$ cat src/rtl/bram_queue_reader_if.sv
// Read-side bus bundle for bram_queue_reader: writer pointer, BRAM read port, output stream.
// Latency: none (wires only).
// Backpressure: dout_ready is the downstream ready; qtail carries consumption back to the writer.
// Ports:
//   qhead      writer head pointer         addrb  BRAM read address   doutb  BRAM read data
//   qtail      consumed-tail pointer       dout / dout_valid / dout_ready  output stream
//   flush      discard unconsumed words    error  sticky sequence error
// master = environment (writer, BRAM, consumer), slave = the reader.
interface bram_queue_reader_if #(
  parameter int ADDR_SIZE = 11,
  parameter int DATA_SIZE = 21
);
  logic [ADDR_SIZE-1:0] qhead;
  logic [ADDR_SIZE-1:0] addrb;
  logic [ADDR_SIZE-1:0] qtail;
  logic [DATA_SIZE-1:0] doutb;
  logic [DATA_SIZE-1:0] dout;
  logic                 dout_valid;
  logic                 dout_ready;
  logic                 flush;
  logic                 error;

  modport master (
    output qhead, doutb, dout_ready, flush,
    input  addrb, qtail, dout, dout_valid, error
  );

  modport slave (
    input  qhead, doutb, dout_ready, flush,
    output addrb, qtail, dout, dout_valid, error
  );
endinterface

$ cat src/rtl/bram_queue_reader.sv
// Read controller for a BRAM circular queue: pipelined reads land in a skid FIFO feeding a valid/ready stream.
// Latency: READ_LATENCY+1 cycles from first non-empty cycle to dout_valid; one word per cycle sustained.
// Backpressure: reads are credit-limited so in-flight + buffered words never exceed SKID_DEPTH; nothing is lost.
// Ports: CLK, RESET_N (async, active low), bus (bram_queue_reader_if.slave: qhead/addrb/doutb/qtail/
//   dout/dout_valid/dout_ready/flush/error).
// Optional: define BRAM_READER_CHECK_EN to build the 0,1,2,... data sequence checker driving error.
module bram_queue_reader #(
  parameter int ADDR_SIZE    = 11,
  parameter int DATA_SIZE    = 21,
  parameter int READ_LATENCY = 3
) (
  input  logic               CLK,
  input  logic               RESET_N,
  bram_queue_reader_if.slave bus
);
  localparam int SKID_DEPTH = READ_LATENCY + 2;
  localparam int CW         = $clog2(SKID_DEPTH + 1);
  localparam int IW         = $clog2(SKID_DEPTH);

  logic [ADDR_SIZE-1:0]    rd_ptr;
  logic [ADDR_SIZE-1:0]    qtail_q;
  logic [READ_LATENCY-1:0] tag;
  logic [DATA_SIZE-1:0]    skid [SKID_DEPTH];
  logic [IW-1:0]           wr_idx;
  logic [IW-1:0]           rd_idx;
  logic [CW-1:0]           occ;
  logic [DATA_SIZE-1:0]    dout_q;
  logic                    dout_valid_q;

  logic [CW-1:0]           inflight;
  logic [CW-1:0]           occ_after_pop;
  logic [CW-1:0]           occ_nxt;
  logic [IW-1:0]           rd_idx_nxt;
  logic                    issue;
  logic                    push;
  logic                    pop;

  function automatic logic [IW-1:0] idx_inc(input logic [IW-1:0] idx);
    return (idx == IW'(SKID_DEPTH - 1)) ? '0 : idx + IW'(1);
  endfunction

  always_comb begin
    inflight = '0;
    for (int i = 0; i < READ_LATENCY; i++) begin
      inflight = inflight + CW'(tag[i]);
    end
  end

  // A read is only launched if a skid slot is guaranteed for its data.
  assign issue = (rd_ptr != bus.qhead) && ((inflight + occ) < CW'(SKID_DEPTH)) && !bus.flush;
  assign push  = tag[READ_LATENCY-1] && !bus.flush;
  assign pop   = dout_valid_q && bus.dout_ready && !bus.flush;

  assign occ_after_pop = occ - CW'(pop);
  assign occ_nxt       = occ_after_pop + CW'(push);
  assign rd_idx_nxt    = pop ? idx_inc(rd_idx) : rd_idx;

  always_ff @(posedge CLK) begin
    if (push) begin
      skid[wr_idx] <= bus.doutb;
    end
  end

  always_ff @(posedge CLK or negedge RESET_N) begin
    if (!RESET_N) begin
      rd_ptr       <= '0;
      qtail_q      <= '0;
      tag          <= '0;
      wr_idx       <= '0;
      rd_idx       <= '0;
      occ          <= '0;
      dout_q       <= '0;
      dout_valid_q <= 1'b0;
    end else if (bus.flush) begin
      // Everything issued or buffered is abandoned; the reader resynchronises to the writer.
      rd_ptr       <= bus.qhead;
      qtail_q      <= bus.qhead;
      tag          <= '0;
      wr_idx       <= '0;
      rd_idx       <= '0;
      occ          <= '0;
      dout_valid_q <= 1'b0;
    end else begin
      if (issue) begin
        rd_ptr <= rd_ptr + ADDR_SIZE'(1);
      end
      if (pop) begin
        qtail_q <= qtail_q + ADDR_SIZE'(1);
      end
      tag[0] <= issue;
      for (int i = 1; i < READ_LATENCY; i++) begin
        tag[i] <= tag[i-1];
      end
      if (push) begin
        wr_idx <= idx_inc(wr_idx);
      end
      rd_idx <= rd_idx_nxt;
      occ    <= occ_nxt;
      // Registered head: from the arriving word when the FIFO would otherwise be empty,
      // else from the entry that becomes the head after this edge's pop.
      if (occ_after_pop == '0) begin
        if (push) begin
          dout_q <= bus.doutb;
        end
      end else begin
        dout_q <= skid[rd_idx_nxt];
      end
      dout_valid_q <= (occ_nxt != '0);
    end
  end

  // The credit rule keeps occupancy within SKID_DEPTH; a push into a full FIFO means that rule broke.
  always_ff @(posedge CLK) begin
    if (RESET_N && !bus.flush) begin
      assert (!(push && !pop && (occ == CW'(SKID_DEPTH))));
    end
  end

  assign bus.addrb      = rd_ptr;
  assign bus.qtail      = qtail_q;
  assign bus.dout       = dout_q;
  assign bus.dout_valid = dout_valid_q;

`ifdef BRAM_READER_CHECK_EN
  logic [DATA_SIZE-1:0] expected;
  logic                 error_q;

  always_ff @(posedge CLK or negedge RESET_N) begin
    if (!RESET_N) begin
      expected <= '0;
      error_q  <= 1'b0;
    end else if (pop) begin
      if (dout_q == expected) begin
        expected <= expected + DATA_SIZE'(1);
      end else begin
        error_q <= 1'b1;
      end
    end
  end

  assign bus.error = error_q;
`else
  assign bus.error = 1'b0;
`endif
endmodule

$ cat src/flat_wrapper.sv
// flat-port wrapper written by rule: the top's interface ports become plain ports
module bram_queue_reader_flat 
#(
  parameter int ADDR_SIZE    = 11,
  parameter int DATA_SIZE    = 21,
  parameter int READ_LATENCY = 3
)
  (CLK, RESET_N, bus_qhead, bus_doutb, bus_dout_ready, bus_flush, bus_addrb, bus_qtail, bus_dout, bus_dout_valid, bus_error);
  bram_queue_reader_if #(.ADDR_SIZE(ADDR_SIZE), .DATA_SIZE(DATA_SIZE)) bus_i ();
  input  logic CLK;
  input  logic RESET_N;
  input wire logic [$bits(bus_i.qhead)-1:0] bus_qhead;
  input wire logic [$bits(bus_i.doutb)-1:0] bus_doutb;
  input wire logic [$bits(bus_i.dout_ready)-1:0] bus_dout_ready;
  input wire logic [$bits(bus_i.flush)-1:0] bus_flush;
  output wire logic [$bits(bus_i.addrb)-1:0] bus_addrb;
  output wire logic [$bits(bus_i.qtail)-1:0] bus_qtail;
  output wire logic [$bits(bus_i.dout)-1:0] bus_dout;
  output wire logic [$bits(bus_i.dout_valid)-1:0] bus_dout_valid;
  output wire logic [$bits(bus_i.error)-1:0] bus_error;
  assign bus_i.qhead = bus_qhead;
  assign bus_i.doutb = bus_doutb;
  assign bus_i.dout_ready = bus_dout_ready;
  assign bus_i.flush = bus_flush;
  assign bus_addrb = bus_i.addrb;
  assign bus_qtail = bus_i.qtail;
  assign bus_dout = bus_i.dout;
  assign bus_dout_valid = bus_i.dout_valid;
  assign bus_error = bus_i.error;
  bram_queue_reader #(.ADDR_SIZE(ADDR_SIZE), .DATA_SIZE(DATA_SIZE), .READ_LATENCY(READ_LATENCY)) u_core (.CLK(CLK), .RESET_N(RESET_N), .bus(bus_i));
endmodule
$ cat config.mk
export PLATFORM = sky130hd
export DESIGN_NAME = bram_queue_reader_flat
export DESIGN_NICKNAME = d
export VERILOG_FILES = /design/src/rtl/bram_queue_reader_if.sv /design/src/rtl/bram_queue_reader.sv /design/src/flat_wrapper.sv
export SDC_FILE = /design/constraint.sdc
export NUM_CORES = 1
export LEC_CHECK = 0
export CAP_MARGIN = 25
export CELL_PAD_IN_SITES_DETAIL_PLACEMENT = 1
export CELL_PAD_IN_SITES_GLOBAL_PLACEMENT = 1
export CORE_MARGIN = 5
export CORE_UTILIZATION = 50
export CTS_CLUSTER_DIAMETER = 120
export DETAILED_ROUTE_END_ITERATION = 6
export PLACE_DENSITY_LB_ADDON = 0.1
export SYNTH_ARGS = -nofsm -noshare
export SYNTH_HDL_FRONTEND = slang
export SYNTH_SLANG_ARGS = --single-unit
$ cat constraint.sdc
create_clock -name CLK -period 9.1 [get_ports CLK]
set_clock_uncertainty 0.05 [all_clocks]
set_input_delay 1.82 -clock CLK [delete_from_list [all_inputs] [get_ports CLK]]
set_output_delay 1.82 -clock CLK [all_outputs]
set_load 0.02 [all_outputs]
==> results.md, run 1 <==
- Hold Crit Class: register to register
- Syn Nets: 553
- Worst R2R Path Depth: 8
- Post-cts resize count: 0
- # Post-CTS Setup Buffers: 0
- Post-synth ARST share: 34.8%
- Pwr/cell area: 246 nW/um2
- First-pass GRT wire length: 27.8 mm
- Worst Path Required: 9390 ps
- Area grow syn2layout: 22.7%
- Clk_lat worst skew: 420 ps
- Longest Clk Path Bufs: 2
- DRT antenna net count: 0
- Final Wtd Congestion: 0.787
- Setup crit start kind: input port
- Vias: 4,596
- Grt met1 use: 27.3%
- Iteration-0 DRC Markers: 271
- Crit Path Max Fanout: 53
- IO Pins: 81
- Max IR drop VDD: 167 uV
- Htree depth: 4
- Row count: 43
- Wire length per cell: 22.4 um
- Period utilisation layout: 49.5%
- DIE AREA: 16,700 um2
- Total negative setup slack: 0 ps
- Unrepaired setup endpoints after global routing: false
- Critical R2R Launch: u_core.tag[2]$_DFF_PN0_
- Worst Hold Path EP: u_core.bus.dout[10]$_DFFE_PN0P_
- EDFF count, synth: 105
- Avg Inst Size Synth: 14.1 um2
- RR Endpoint: u_core.bus.addrb[2]$_DFFE_PN0P_
- Post-synth top flop: edfxtp_1
- Actual slew at the worst max-slew pin: 935 ps
- Fin crit period: 4510 ps
- Routed Wire Length: 17.5 mm
- Die span in y: 129 um
- Arrival @ worst endpoint: 4790 ps
- Max_slew headroom: 37.5%
- Initial Utilization: 51.1%
- Drt drc: 0
- Die Wd: 129 um
- CTS Hold Bufs: 0
- CTS tree: done
- Flop2flop setup slack: 5920 ps
- Net count, final: 638
- Met2 Use GR: 39.3%
- Clk slew on worst S/H paths: 60 ps
- Maxcap violations: 0
- Status: finished clean
- Pre-CTS setup slack: 4000 ps
- Root buf cell: clkbuf_16
- Port bufs: 79
- Max Clock Freq: 222 MHz
- Synthesized area: 7100 um2
- Number of setup violations in the final report: 0
- Placeable Area: 13,900 um2
- CTS Buf Count: 17
- Hold path startpoint: u_core.skid[4][10]$_DFFE_PP_
- Vias in the first global route: 5,039
- Clock sink count: 161
- Most Used Layer, Global Route: met2
- Initial antenna violation count: 0
- Overflow after GRT: 0
- Fillcell total: 1,331
- Largest net degree at the start of global routing: 57
- Synth Register Bits: 161
- Post-synthesis sequential area ratio: 64.2%
- WHS Path Cells: 2
- GRT Resource Usage Total: 22.3%
- First drt pass iteration count: 4
- Max Slew Vio Count: 0
- Worst setup margin: 4590 ps
- Unique cell type count in the Yosys netlist: 55
- Crit path capture type: register
- YS warnings: 0
- N_diodes: 0
- Cell count after synthesis: 504
- Share of layout cells above drive strength 1: 14.0%
- GR Layer Usage met3: 4.66%
- Drt via density: 5.88
- Dpl hpwl: 11.6 mm
- Critical path type: input port to register
- Leak: 3.36 nW
- Final Hold Viols: 0
synth_stat cells, types with 9 or more instances:
master | count | area [um2]
ha_1 | 11 | 138
a31oi_1 | 9 | 56.3
a221oi_1 | 10 | 87.6
o22ai_1 | 12 | 75.1
nand2_1 | 28 | 105
inv_1 | 24 | 90.1
nor2_1 | 23 | 86.3
edfxtp_1 | 105 | 3150
mux4_2 | 14 | 315
dfrtp_1 | 56 | 1400
mux2i_1 | 21 | 210
xor2_1 | 18 | 158
mux2_2 | 14 | 158
clkbuf_1 | 11 | 41.3
a21oi_1 | 30 | 150
stage by stage:
step | cells | util, % | total power [mW] | hold WS [ps] | cell area (um2)
global route | 782 | 62.7 | 2.24 | 484 | 8700
floorplan | 504 | - | 1.18 | 400 | 7100
CTS | 781 | 62.7 | 2.16 | 445 | 8700
finish | 782 | 62.7 | 2.14 | 445 | 8700
detailed placement | 749 | 58.3 | 1.42 | 435 | 8090
global placement | 748 | 58.2 | 1.39 | 408 | 8080
flip-flops by register name (all words and copies together), names as in the netlist:
signal,flops
u_core.skid,105
u_core.bus.dout,21
u_core.bus.addrb,11
u_core.bus.qtail,11
u_core.occ,3
u_core.rd_idx,3
u_core.tag,3
u_core.wr_idx,3
u_core.bus.dout_valid,1
area by class of cell:
cell class                 instances  area (um2)  area share [%]
multi-input combinational        292        2350            27.0
tap                              180         225            2.59
inverter                          25        93.8            1.08
sequential                       161        4550            52.3
clock inverter                    14         180            2.07
clock buffer                      18         429            4.93
timing repair buffer              92         876            10.1
critical path: stages:
cell and delay [ps]:
buf_2 80, buf_4 460, nand3b_4 290, inv_1 60, ha_1 190, ha_1 190
xor2_1 320, nor2_1 90, buf_4 230, a21oi_1 480, buf_4 270, o22ai_1 90
a21oi_1 170
placed cells by master, fill, tap and decap left out, drive strengths merged, types with 6 or more instances in the layout:
master	instances
a21oi	30
xnor2	6
inv	29
a221oi	10
a211oi	6
nand4	6
o21ai	13
ha	11
mux2	14
a31oi	10
o22ai	12
dfrtp	56
mux2i	22
xor2	18
edfxtp	105
nand2	28
and3	7
clkdlybuf4s50	77
buf	15
nor2b	6
mux4	14
clkbuf	18
nor2	23
a22o	7
routing by layer:
layer | vias up | routed length (um) | share of wire (%)
met5 | - | 0 | 0
met4 | 0 | 352 | 2.0
met3 | 28 | 752 | 4.3
met2 | 111 | 9260 | 53
met1 | 2371 | 7140 | 41
li1 | 2086 | - | -
power by group:
| part | internal [mW] | switching (mW) | leakage [nW] | total (mW) |
|---|---|---|---|---|
| clock | 0.436 | 0.296 | 0.287 | 0.732 |
| combinational | 0.228 | 0.253 | 1.45 | 0.480 |
| sequential | 0.848 | 0.0794 | 1.62 | 0.927 |
| total | 1.51 | 0.628 | 3.36 | 2.14 |
how the worst max path moves through the flow:
stage	startpoint	to	slack, ps	depth (start not counted)
floorplan	bus_flush	u_core.skid[4][0]$_DFFE_PP_	4150	3
global placement	bus_flush	u_core.bus.dout[15]$_DFFE_PN0P_	4160	12
detailed placement	bus_flush	u_core.bus.dout[5]$_DFFE_PN0P_	4000	12
CTS	bus_flush	u_core.bus.dout[5]$_DFFE_PN0P_	4400	12
global route	bus_flush	u_core.bus.dout[13]$_DFFE_PN0P_	4400	13
finish	bus_flush	u_core.bus.dout[5]$_DFFE_PN0P_	4590	13
logic make-up after synthesis:
group | Yosys count | synth area share, %
adders and majority gates | 13 | 2.50
AOI/OAI and AO/OA | 108 | 10.1
and+or+nand+nor | 96 | 6.89
xor gates and xnor gates | 24 | 2.96
muxes | 50 | 9.82
other | 1 | 0.0528
DFF | 161 | 64.2
buffers and inverters | 51 | 3.46
(Power assumes the default switching activity.)
==> run 2, diff against run 1 <==
--- a/config.mk
+++ b/config.mk
@@ -9,7 +9,7 @@
 export CELL_PAD_IN_SITES_DETAIL_PLACEMENT = 1
 export CELL_PAD_IN_SITES_GLOBAL_PLACEMENT = 1
 export CORE_MARGIN = 5
-export CORE_UTILIZATION = 50
+export CORE_UTILIZATION = 46
 export CTS_CLUSTER_DIAMETER = 120
 export DETAILED_ROUTE_END_ITERATION = 6
 export PLACE_DENSITY_LB_ADDON = 0.1
==> constraint.sdc (replaced) <==
create_clock -name CLK -period 4.5 [get_ports CLK]
set_clock_uncertainty 0.05 [all_clocks]
set_input_delay 0.9 -clock CLK [delete_from_list [all_inputs] [get_ports CLK]]
set_output_delay 0.9 -clock CLK [all_outputs]
set_load 0.02 [all_outputs]
==> results.md, run 2 (synthesis gave the netlist of run 1 again) <==
- Row count: 45
- Top cell by count, worst path: ha_1
- Drt drc: 0
- CTS Hold Bufs: 0
- Area grow syn2layout: 23.2%
- Overflow after GRT: 0
- Critical R2R Launch: u_core.tag[1]$_DFF_PN0_
- Worst R2R Path Depth: 9
- Worst Hold Path EP: u_core.bus.dout[3]$_DFFE_PN0P_
- Max IR drop VDD: 322 uV
- Initial antenna violation count: 0
- Critical path type: input port to register
- CP max stage delay: 540 ps
- Final Wtd Congestion: 0.772
- Crit Path Max Fanout: 17
- Largest register FFs: 105
- Final Hold Viols: 0
- Fillcell total: 1,466
- Seq. cell area: 4550 um2
- GRT Resource Usage Total: 20.3%
- # Post-CTS Setup Buffers: 0
- Period utilisation layout: 75.1%
- Drt via density: 5.79
- Die span in y: 134 um
- Pwr/cell area: 487 nW/um2
- Wire length per cell: 22.1 um
- Setup crit start kind: input port
- Routed Wire Length: 17.6 mm
- Hold path startpoint: u_core.skid[4][3]$_DFFE_PP_
- Iteration-0 DRC Markers: 312
- Placeable Area: 15,100 um2
- Maxcap violations: 0
- DIE AREA: 18,000 um2
- Clock sink count: 161
- N_diodes: 0
- Vias: 4,611
- Multi-input gate area: 2330 um2
- Clk slew on worst S/H paths: 60 ps
- Vias in the first global route: 4,921
- Root buf cell: clkbuf_16
- Leak: 3.37 nW
- First-pass GRT wire length: 28.0 mm
- Hold Crit Class: register to register
- Net count, final: 644
- IO Pins: 81
- Status: finished clean
- Arrival @ worst endpoint: 3640 ps
- CTS Buf Count: 17
- Fin area: 8740 um2
- Max_slew headroom: 45.1%
- Number of setup violations in the final report: 0
- Max Slew Vio Count: 0
- CP max stage cell: clkdlybuf4s50_1
- Share of layout cells above drive strength 1: 15.0%
- Reg with most FFs: u_core.skid
- Commonest non-fill, non-tap cell in the layout: edfxtp_1
- WHS Path Cells: 2
- Crit path capture type: register
- Unrepaired setup endpoints after global routing: false
- Longest Clk Path Bufs: 2
- DRT antenna net count: 0
- Dpl hpwl: 12.0 mm
- Worst Path Required: 4760 ps
- First drt pass iteration count: 4
- Actual slew at the worst max-slew pin: 821 ps
- Largest net degree at the start of global routing: 53
- Port bufs: 79
- CTS tree: done
- Die Wd: 134 um
- Commonest non-fill, non-tap cells in the layout: edfxtp_1 (105), clkdlybuf4s50_1 (77), dfrtp_1 (56), a21oi_1 (30), nand2_1 (28)
- Clk_lat worst skew: 430 ps
- Initial Utilization: 46.8%
- Area after DPL: 8160 um2
- Fin crit period: 3380 ps
- Post-cts resize count: 0
- Max Clock Freq: 296 MHz
- RR Endpoint: u_core.bus.addrb[2]$_DFFE_PN0P_
- Total negative setup slack: 0 ps
- CP cell instances: clkdlybuf4s50_1, nand3b_4, inv_1, ha_1, ha_1, xor2_1, nor2_1, buf_4, nand2_1, o22ai_1, a21oi_1
- Htree depth: 4
- Flop2flop setup slack: 1490 ps
## run 2: changes by cell type in the layout (fill, tap and decap cells not counted)
cell / previous run / this run
buf_4: 12 / 17
clkinvlp_4: 3 / 6
buf_12: 0 / 2
clkinv_4: 3 / 1
nor4_2: 0 / 2
nor4_4: 2 / 0
buf_2: 3 / 2
bufinv_16: 3 / 2
clkinv_1: 1 / 0
clkinv_2: 0 / 1
inv_6: 3 / 4
inv_8: 1 / 0
## run 2: stage by stage
step | hold WS, ps | setup slack (ps) | util, % | power (mW) | instances
2_1_floorplan | 400 | 472 | - | 2.40 | 504
3_3_place_gp | 407 | 841 | 53.9 | 2.84 | 764
3_5_place_dp | 425 | 688 | 53.9 | 2.88 | 764
4_1_cts | 452 | 1130 | 57.7 | 4.31 | 796
5_1_grt | 464 | 897 | 57.7 | 4.45 | 796
6_report | 450 | 1120 | 57.7 | 4.26 | 796
## run 2: critical path: cells and delay by family
| family | cells | cell delay, ps |
|---|---|---|
| simple gates | 3 | 940 |
| buf+inv | 3 | 920 |
| fa+ha+maj | 2 | 370 |
| compound gates | 2 | 300 |
| xor+xnor | 1 | 210 |
## run 2: layout make-up
class	count	area share [%]
flip-flops and latches	161	52.1
multi-input cells	292	26.6
repair buffers	98	10.8
clock buffers	18	4.91
well taps	188	2.69
clock inverters	14	1.76
inverters	25	1.07
## run 2: how the worst max path moves through the flow
stage / cells past startpoint / end / startpoint / slack, ps
3_3_place_gp: 11 / u_core.bus.dout[9]$_DFFE_PN0P_ / bus_dout_ready / 840
2_1_floorplan: 3 / u_core.skid[4][0]$_DFFE_PP_ / bus_flush / 470
6_report: 11 / u_core.bus.dout[15]$_DFFE_PN0P_ / bus_dout_ready / 1120
3_5_place_dp: 11 / u_core.bus.dout[9]$_DFFE_PN0P_ / bus_dout_ready / 690
4_1_cts: 11 / u_core.bus.dout[9]$_DFFE_PN0P_ / bus_dout_ready / 1130
5_1_grt: 11 / u_core.bus.dout[7]$_DFFE_PN0P_ / bus_dout_ready / 900
## run 2: where the power goes
| group | total (mW) | internal (mW) | leakage (nW) | switching [mW] |
|---|---|---|---|---|
| Clock | 1.42 | 0.822 | 0.266 | 0.596 |
| Combinational | 0.969 | 0.465 | 1.49 | 0.504 |
| Sequential | 1.87 | 1.71 | 1.62 | 0.158 |
## run 2: per-layer routing
| layer | global-route usage (%) | part of all wire, % | up-vias |
|---|---|---|---|
| li1 | - | - | 2095 |
| met1 | 26.5 | 43 | 2398 |
| met2 | 34.8 | 52 | 106 |
| met3 | 4.39 | 4.1 | 12 |
| met4 | 5.32 | 0.88 | 0 |
| met5 | 0 | 0 | - |
==> RTL change 1: new RTL, config.mk and constraints of run 2 <==
`DATA_SIZE` is set to 21 in 3 places; all go to 42.
--- a/src/rtl/bram_queue_reader_if.sv
+++ b/src/rtl/bram_queue_reader_if.sv
@@ -9,5 +9,5 @@
 interface bram_queue_reader_if #(
   parameter int ADDR_SIZE = 11,
-  parameter int DATA_SIZE = 21
+  parameter int DATA_SIZE = 42
 );
   logic [ADDR_SIZE-1:0] qhead;
--- a/src/rtl/bram_queue_reader.sv
+++ b/src/rtl/bram_queue_reader.sv
@@ -7,5 +7,5 @@
 module bram_queue_reader #(
   parameter int ADDR_SIZE    = 11,
-  parameter int DATA_SIZE    = 21,
+  parameter int DATA_SIZE    = 42,
   parameter int READ_LATENCY = 3
 ) (
--- a/src/flat_wrapper.sv
+++ b/src/flat_wrapper.sv
@@ -3,5 +3,5 @@
 #(
   parameter int ADDR_SIZE    = 11,
-  parameter int DATA_SIZE    = 21,
+  parameter int DATA_SIZE    = 42,
   parameter int READ_LATENCY = 3
 )
Interface: changed (resized bus_dout and bus_doutb); port bits go from 81 to 123. The function was not compared with the original's and may differ.
==> RTL change 1 against run 2 <==
- count of clock-buffer cells in the layout grew 22
- critical path depth grew 1
- setup slack gained 0.16 ns
- register-to-register slack gained 0.03 ns
- sequential cell count grew 126
- routed wire length grew 81%
- power grew 71%
- cell area grew 70%
- synthesized area grew 71%
- final cell count grew 72%
- largest power group unchanged
==> RTL change 1: results <==
set metrics [dict create \
    p_comb_mw 1.62 \
    drtPass1Iterations 5 \
    largest_reg_flops 210 \
    hpwl_mm 19.27 \
    pre_cts_ws_ns 0.7127 \
    arrival_ns 3.61 \
    wl_met3_mm 1.514 \
    fillCellCount 2500 \
    final_util 0.5688 \
    grt_use_total 0.2094 \
    reg2reg_from "u_core.tag[2]$_DFF_PN0_" \
    p_leak_nw 5.368 \
    place_area_um2 13860 \
    port_buffers 121 \
    syn_inst 877 \
    cts_buffer_depth 3 \
    cp-endpoint "u_core.bus.dout[22]$_DFFE_PN0P_" \
    worst_hold_slack_ns 0.4008 \
    grt_use_met1 0.2777 \
    startpoint "bus_dout_ready" \
    via_count 7933 \
    synth_cell_type_count 60 \
    viasPerCell 5.803 \
    met3_usage 0.03797 \
    netlist_top_cells_count "edfxtp_1, nand2_1, dfrtp_1" \
    peakVddDrop_mv 0.4236 \
    synthTopCellsByArea "edfxtp_1, dfrtp_1, nand2_1" \
    timing.rr.end "u_core.bus.addrb[7]$_DFFE_PN0P_" \
    p_sw_frac 0.2885 \
    seq_cell_power_mw 3.26 \
    grt_pass1_vias 8646 \
    async_reset_ff_frac 0.2683 \
    outcome "finished, final reports clean" \
    reg2reg_depth 10 \
    clk-insertion-delay-late_ns 0.55 \
    crit_fanout 23 \
    layout-drive-gt1-share 0.1240 \
    grt_pass1_wl_mm 50.21 \
    cts_buffers 30 \
    place_congestion 0.7457 \
    wirelength_met1_mm 13.71 \
    critical-path-top-delay-family "buffers and inverters" \
    power_density_nw_per_um2 492.3 \
    wl_per_cell_um 23.28 \
]
[RTL change 1: changes by cell type after synthesis, moves of 16 or more]
cell and change:
or3_1 +18, o211ai_1 +16, dfrtp_1 +21, edfxtp_1 +105, o21ai_0 +38, nand2_1 +82
[RTL change 1: kinds of logic after synthesis]
| family | count (synthesis) | share of synthesized area |
|---|---|---|
| other | 1 | 0.0003086 |
| adders and majority gates | 13 | 0.01462 |
| DFF | 287 | 0.6776 |
| muxes | 51 | 0.06364 |
| and+or+nand+nor | 222 | 0.08949 |
| buffers and inverters | 66 | 0.02440 |
| xor gates and xnor gates | 25 | 0.01864 |
| AOI/OAI and AO/OA | 212 | 0.1113 |
[RTL change 1: cell type report]
cell class | instances | area share
sequential | 287 | 0.5555
clock buffer | 40 | 0.05529
tap | 335 | 0.02828
inverter | 15 | 0.003799
timing repair buffer | 150 | 0.09953
clock inverter | 16 | 0.009286
multi-input combinational | 524 | 0.2484
==> RTL change 2: new RTL, settings of run 2 <==
Made on the original files. The option `BRAM_READER_CHECK_EN` is turned on by a define.
--- a/src/rtl/bram_queue_reader.sv
+++ b/src/rtl/bram_queue_reader.sv
@@ -5,4 +5,6 @@
 //   dout/dout_valid/dout_ready/flush/error).
 // Optional: define BRAM_READER_CHECK_EN to build the 0,1,2,... data sequence checker driving error.
+`define BRAM_READER_CHECK_EN
+
 module bram_queue_reader #(
   parameter int ADDR_SIZE    = 11,
Function: changed (Yosys sat finds a counterexample within 10 cycles, from zero or initial values and one cycle with RESET_N low).
==> RTL change 2 against run 2 <==
- synthesized cell count grew 20%
- routed wire length grew 12%
- setup slack gained 0.11 ns
- sequential cell count grew 22
- synthesized area grew 16%
- first-iteration DRC count shrank 12%
- cell area grew 14%
- clock power grew 9.9%
- maximum frequency grew 3.5%
- power grew 12%
- critical endpoint is now u_core.bus.dout[5]$_DFFE_PN0P_
==> RTL change 2: results <==
set metrics [dict create \
    outcome "finished, final reports clean" \
    post_cts_resized 0 \
    grt_pass1_wl_mm 30.93 \
    layout-drive-gt1-share 0.1353 \
    clock-root-buffer "clkbuf_16" \
    arrival_ns 3.53 \
    synth_cell_type_count 43 \
    critical-path-top-delay-family "multiplexers" \
    place_area_um2 9341 \
    largest_reg_flops 105 \
    grt_antenna_before_repair 0 \
    slowest_stage "mux2i_4" \
    drtPass1Iterations 4 \
    async_reset_ff_frac 0.4262 \
    cts_max_level 4 \
    post_cts_buffers 0 \
    slowest_delay_ns 0.64 \
    p_leak_nw 4.066 \
    fillCellCount 1763 \
    drt_iter0_markers 274 \
    grt_max_degree 79 \
    ys_warn_count 0 \
    viasPerCell 5.428 \
    netlist_top_cells_count "edfxtp_1, nor2_1, dfrtp_1" \
    syn_nets 657 \
    yosysSeqAreaShare 0.6202 \
    worst_pin_slew_ns 0.9270 \
    synthTopCellsByArea "edfxtp_1, dfrtp_1, xor2_1" \
    cts_buffers 17 \
    clkTransAtPathRegs_ns 0.07 \
    grt_pass1_vias 5637 \
    diodes 0 \
    hold_path.class "in -> async" \
    place_congestion 0.7851 \
    p_sw_frac 0.3170 \
    crit_fanout 26 \
    cts_buffer_depth 2 \
    final_util 0.5623 \
    regMostFlops "u_core.skid" \
    clk-insertion-delay-late_ns 0.43 \
    wl_per_cell_um 20.80 \
    peakVddDrop_mv 0.3291 \
    grt_use_total 0.1974 \
    nNetsFinal 754 \
    port_buffers 80 \
    hpwl_mm 13.59 \
    reg2reg_slack_ns 1.43 \
    synth-edff-count 105 \
]
## RTL change 2: changes by cell type after synthesis, moves of 9 or more
cell     before  now
nor2_1       23   84
inv_1        24   15
xor2_1       18   44
a21oi_1      30   17
o22ai_1      12    0
mux2i_1      21   33
xnor2_1       6   31
dfrtp_1      56   78
nand3_1       3   16
## RTL change 2: through the flow
stage                     worst slack [ns]  cells  hold slack (ns)
after global routing                 1.067    946           0.2678
after detailed placement            0.7412    913           0.4418
after floorplan                     0.5854    607           0.4146
after global placement              0.8080    913           0.4288
after CTS                            1.197    945           0.4560
final                                1.233    946           0.2775
## RTL change 2: layout make-up
class | instances | share of cell area
Sequential cell | 183 | 0.5106
Multi-Input combinational cell | 388 | 0.2959
Timing Repair Buffer | 97 | 0.09462
Clock buffer | 17 | 0.04255
Tap cell | 229 | 0.02866
Clock inverter | 15 | 0.02028
Inverter | 17 | 0.007384
## RTL change 2: path summary, 6_finish.rpt
path,from,to,depth (start not counted)
worst max-delay path,bus_flush,u_core.bus.dout[5]$_DFFE_PN0P_,8
worst max register to register,u_core.tag[0]$_DFF_PN0_,u_core.bus.addrb[8]$_DFFE_PN0P_,10
worst min register to register,u_core.skid[4][3]$_DFFE_PP_,u_core.bus.dout[3]$_DFFE_PN0P_,2
min in group CLK,u_core.skid[4][3]$_DFFE_PP_,u_core.bus.dout[3]$_DFFE_PN0P_,2
worst min-delay path,RESET_N,u_core.bus.addrb[2]$_DFFE_PN0P_,1
max in group asynchronous,RESET_N,u_core.bus.dout[11]$_DFFE_PN0P_,2
## RTL change 2: worst reg2reg max path, cell delays in order, from the launching register on
cell	delay, ns
dfrtp_1	0.38
ha_1	0.27
inv_1	0.04
fa_1	0.38
fa_1	0.39
xor2_1	0.16
a21oi_1	0.10
a311o_1	0.46
nor4_1	0.35
xor2_1	0.11
mux2_2	0.27
## RTL change 2: logic make-up after synthesis
logic type / share of synthesized area
AND/OR/NAND/NOR: 0.1054
flip-flops: 0.6202
XOR/XNOR: 0.07981
multiplexers: 0.1035
AO/OA/AOI/OAI: 0.04409
buffers and inverters: 0.02387
adder cells (fa/ha/maj): 0.02311
## RTL change 2: layer usage
metal,up-vias,GRT usage,wire length [µm]
li1,2388,-,-
met1,2645,0.2567,8751
met2,91,0.3350,9826
met3,11,0.04759,856
met4,0,0.04955,238
met5,-,0,0
## RTL change 2: power by group through the flow
stage | sequential, mW | clock [mW] | combinational [mW]
after floorplan | 2.24 | 0 | 0.443
after global placement | 2.20 | 0 | 1.03
after detailed placement | 2.20 | 0 | 1.06
after CTS | 2.17 | 1.60 | 1.07
after global routing | 2.18 | 1.67 | 1.15
final | 2.17 | 1.56 | 1.06
